### config.mk
export PLATFORM = sky130hd
export DESIGN_NAME = change_dispenser
export DESIGN_NICKNAME = d
export VERILOG_FILES = /design/src/rtl/change_dispenser.sv
export SDC_FILE = /design/constraint.sdc
export NUM_CORES = 1
export LEC_CHECK = 0
export CAP_MARGIN = 10
export CELL_PAD_IN_SITES_DETAIL_PLACEMENT = 0
export CELL_PAD_IN_SITES_GLOBAL_PLACEMENT = 2
export CORE_ASPECT_RATIO = 1.25
export CORE_UTILIZATION = 25
export DETAILED_ROUTE_END_ITERATION = 8
export PLACE_DENSITY_LB_ADDON = 0.1
export SLEW_MARGIN = 40
export SYNTH_ARGS = -nofsm -noshare
export SYNTH_HDL_FRONTEND = slang
export SYNTH_SLANG_ARGS = --single-unit
### constraint.sdc
create_clock -name i_clk -period 2.45 [get_ports i_clk]
set_clock_uncertainty 0.15 [all_clocks]
set_input_delay 0.49 -clock i_clk [delete_from_list [all_inputs] [get_ports i_clk]]
set_output_delay 0.49 -clock i_clk [all_outputs]
set_load 0.02 [all_outputs]
### src/rtl/change_dispenser.sv
// Change dispenser: computes credit minus price and releases the change one coin
// per valid/ack handshake, largest coin first.
module change_dispenser #(
    parameter int W          = 3,
    parameter int DIME_VAL   = 2,
    parameter int NICKEL_VAL = 1
) (
    input  logic         i_clk,
    input  logic         i_rst,
    input  logic         i_start,
    input  logic [W-1:0] i_sum,
    input  logic [W-1:0] i_price,
    input  logic         i_coin_ack,
    output logic         o_coin_valid,
    output logic [1:0]   o_coin,
    output logic [W-1:0] o_change_left,
    output logic         o_busy,
    output logic         o_done,
    output logic         o_err
);

    typedef enum logic [1:0] {
        IDLE,
        DISPENSE,
        DONE
    } state_t;

    localparam logic [W-1:0] DIME_W   = W'(DIME_VAL);
    localparam logic [W-1:0] NICKEL_W = W'(NICKEL_VAL);

    state_t       state, state_next;
    logic [W-1:0] remaining, remaining_next;
    logic         err_q, err_next;
    logic [W:0]   diff;
    logic         pay_dime;
    logic [W-1:0] coin_val;

    // Extra top bit acts as the borrow flag: set when credit is below price.
    assign diff     = {1'b0, i_sum} - {1'b0, i_price};
    assign pay_dime = (remaining >= DIME_W);
    assign coin_val = pay_dime ? DIME_W : NICKEL_W;

    always_ff @(posedge i_clk) begin
        if (i_rst) begin
            state     <= IDLE;
            remaining <= '0;
            err_q     <= 1'b0;
        end else begin
            state     <= state_next;
            remaining <= remaining_next;
            err_q     <= err_next;
        end
    end

    always_comb begin
        state_next     = state;
        remaining_next = remaining;
        err_next       = 1'b0;
        case (state)
            IDLE: begin
                if (i_start) begin
                    if (diff[W]) begin
                        err_next = 1'b1;
                    end else if (diff[W-1:0] == '0) begin
                        state_next = DONE;
                    end else begin
                        remaining_next = diff[W-1:0];
                        state_next     = DISPENSE;
                    end
                end
            end
            DISPENSE: begin
                if (i_coin_ack) begin
                    remaining_next = remaining - coin_val;
                    if (remaining == coin_val) begin
                        state_next = DONE;
                    end
                end
            end
            DONE: begin
                state_next = IDLE;
            end
            default: begin
                state_next     = IDLE;
                remaining_next = '0;
            end
        endcase
    end

    always_comb begin
        o_coin = 2'b00;
        if (state == DISPENSE) begin
            o_coin = pay_dime ? 2'b10 : 2'b01;
        end
    end

    assign o_coin_valid  = (state == DISPENSE);
    assign o_change_left = remaining;
    assign o_busy        = (state != IDLE);
    assign o_done        = (state == DONE);
    assign o_err         = err_q;

endmodule

==> impl_results.md <==
* Run status: complete, no violations
* CTS Sinks at 6
* Max-slew violation count at 0
* Top cells by area, synth: dfxtp_1 21%, ha_1 11%, mux2i_1 8.7%, fa_1 6.9%, inv_1 6.5%
* Die Area at 2505 µm²
* Clock latency on the worst-skew pair at 0.24 ns
* Routed Antenna Nets at 0
* # diodes at 0
* Root Buffer Master: clkbuf_4
* Slew of the pin with the lowest slew margin at 0.3006 ns
* Area grow syn2layout at 60.95%
* Crit path cell chain: clkdlybuf4s50_1 -> ha_4 -> fa_2 -> and3b_1 -> o2bb2ai_2 -> or4_4 -> o31ai_2
* Distinct cells, synth at 28
* IO Count at 19
* Reg power frac at 21.8%
* WL final at 1386 µm
* Finished layout cell area at 928.4 µm²
* Launch point of the worst path: i_price[0]
* Critical path type: primary input to flop
* Worst rel slew slack at 79.70%
* Net Count, Synth at 82
* Die Y at 55.71 µm
* CP Launch Type: primary input
* Count leader, synth: inv_1
* Synth area leader: dfxtp_1
* Starting DRC count in detailed routing at 7
* Largest net degree at the start of global routing at 12
* Buf/Inv on CP at 1
* Clock Tree Buf Depth at 2
* Area of the core at 2187 µm²
* Crit path max-delay family: simple AND/OR/NAND/NOR gates
* Crit path arrival time at 2.41 ns
* Pwr Total at 0.0005748 W
* Net Switching at 0.0002219 W
* Endpoint type of the worst setup path: flop
* Max-cap violation count at 0
* Residual DRC at 0
* Die W at 44.96 µm
* Final setup vio count at 0
* Layout Utilization at 42.45%
* Combinational Power Share at 62.7%
* Worst Reg2Reg Path Length in Cells at 6
* Initial core utilization at 26.37%
* CP endpoint: o_change_left[0]
* Worst Path Required at 2.46 ns
* Global-route wire length before repair at 2283 µm
* Unrepaired setup endpoints after global routing: no
* Fin crit share at 98.04%
* GRT Overall Usage at 12.59%
* Async SR Flop Fraction at 0%
* Synth Cell Area at 576.8 µm²
* Post-synth EDFFs at 0
* Main synth FF type: dfxtp_1
* Worst min-delay path category: flop to flop
* Synth top cells by count: 10 x inv_1, 7 x nand2_1, 7 x nor2_1
* Post-detail-place hpwl at 1140 µm
* Vias in the first global route at 547
* Via Count at 555
* Worst flop-to-flop path endpoint: o_change_left[0]
* Hold Slack at 0.3577 ns
* First-pass iteration count of the detailed router at 4
* VDD IR max at 0.3823 mV
* YS warnings at 0
* Critical Path Fanout Max at 2
* Sw Share at 38.60%
* Synth Instances at 65
* Clock network power share at 15.4%
* Avg WL per Cell at 11.00 µm
* Reg2Reg Launch Point: o_change_left[1]
* Yosys reg bits at 6
* Pwr per Cell Area at 619.2 nW/µm²
* Clock transition at path regs at 0.04 ns
* Buffers added on ports at 18
* H-tree depth at 1
* WP depth at 7
* Internal power at 0.0003530 W
* Sequential share of the synthesized area at 20.82%
* Num CTS Buffers at 3
* Share of layout cells above drive strength 1 at 28.42%
* GR Overflow Total at 0
* Post-Place Cell Area at 848.3 µm²
* Row count at 19
* Hold Fails Final Rpt at 0
* Nets at 114
* Largest stage delay on the critical path at 0.50 ns
* CTS tree: yes
* Minimum clock period at 2.402 ns
* Peak Freq at 416.3 MHz
* Vias per cell at 4.405
* Initial antenna violation count at 0
* Reg2reg setup slack at 0.49 ns
* Synth Area per Inst at 8.874 µm²
* Share of the synthesized area in the top cell type at 20.82%
* Filler cells at 234
* Slowest cell on crit path: clkdlybuf4s50_1
* Routability cong. at 0.7375
* P_leak at 0.3966 nW
## area by class of cell
cell class	count	area, µm²	area share [%]
clock buffers	3	22.52	2.426
flip-flops and latches	6	120.1	12.94
repair buffers	28	255.2	27.49
multi-input cells	48	454.2	48.92
inverters	10	37.54	4.043
well taps	31	38.79	4.178
## power by group through the flow
| stage | Sequential, W | Clock (W) | Combinational [W] |
|---|---|---|---|
| 2_1_floorplan | 0.000141 | 0 | 0.000206 |
| 3_3_place_gp | 0.000128 | 0 | 0.000345 |
| 3_5_place_dp | 0.000128 | 0 | 0.000342 |
| 4_1_cts | 0.000126 | 0.0000943 | 0.000364 |
| 5_1_grt | 0.000128 | 0.000103 | 0.000395 |
| 6_report | 0.000126 | 0.0000887 | 0.000361 |
## per-layer routing
layer	track usage, %	part of all wire, %	vias to the layer above
li1	-	-	283
met1	13.94	42	257
met2	21.33	52	13
met3	5.844	4.5	2
met4	2.597	1.3	0
met5	0	0	-
## worst min-delay path: cells and delay by family, from the launching register on
| kind | cells | cell delay (ns) |
|---|---|---|
| and+or+nand+nor | 1 | 0.07 |
| DFF | 1 | 0.34 |
| muxes | 1 | 0.05 |
## worst min-delay path by stage
stage	endpoint	cells after the start	startpoint
2_1_floorplan	state[1]	1	state[1]
3_3_place_gp	o_change_left[2]	2	o_change_left[2]
3_5_place_dp	o_change_left[2]	2	o_change_left[2]
4_1_cts	o_change_left[2]	2	o_change_left[2]
5_1_grt	o_change_left[2]	2	o_change_left[2]
6_report	o_change_left[2]	2	o_change_left[2]
## flip-flops by register name, indices dropped and copies added (netlist names)
signal	flops
o_change_left	3
o_err	1
state	2
## through the flow
stage	setup slack (ns)	setup TNS, ns	instances
2_1_floorplan	0.2099	0	65
4_1_cts	-0.003937	-0.003937	126
6_report	0.04808	0	126
3_5_place_dp	-0.3644	-1.238	121
3_3_place_gp	-0.3901	-1.223	121
5_1_grt	0.001436	0	126
## placed cells by master (no fill, tap or decap), types with 2 or more instances in the layout
| cell | n |
|---|---|
| ha_1 | 4 |
| inv_1 | 10 |
| and2b_2 | 2 |
| clkdlybuf4s50_1 | 18 |
| buf_4 | 10 |
| dfxtp_1 | 6 |
| mux2i_1 | 5 |
| nand2_1 | 7 |
| and3b_1 | 2 |
| clkbuf_4 | 3 |
| nor2_1 | 7 |
## what timing repair did
| action | CTS | global route |
|---|---|---|
| buffers inserted | 2 | 0 |
| hold buffers | 0 | 0 |
| resized for setup | 6 | 2 |
| setup endpoints to repair | 2 | 4 |
| endpoints found under the hold margin | 0 | 0 |
| pin swaps | 4 | 3 |
## cells by family after synthesis
kind of cell | after synthesis | share of synthesized area, %
adders and majority gates | 7 | 17.79
DFF | 6 | 20.83
xor gates and xnor gates | 2 | 3.037
AOI/OAI and AO/OA | 7 | 14.10
buffers and inverters | 11 | 7.810
muxes | 5 | 8.677
and+or+nand+nor | 27 | 27.77
Power figures use the tool's default switching activity.
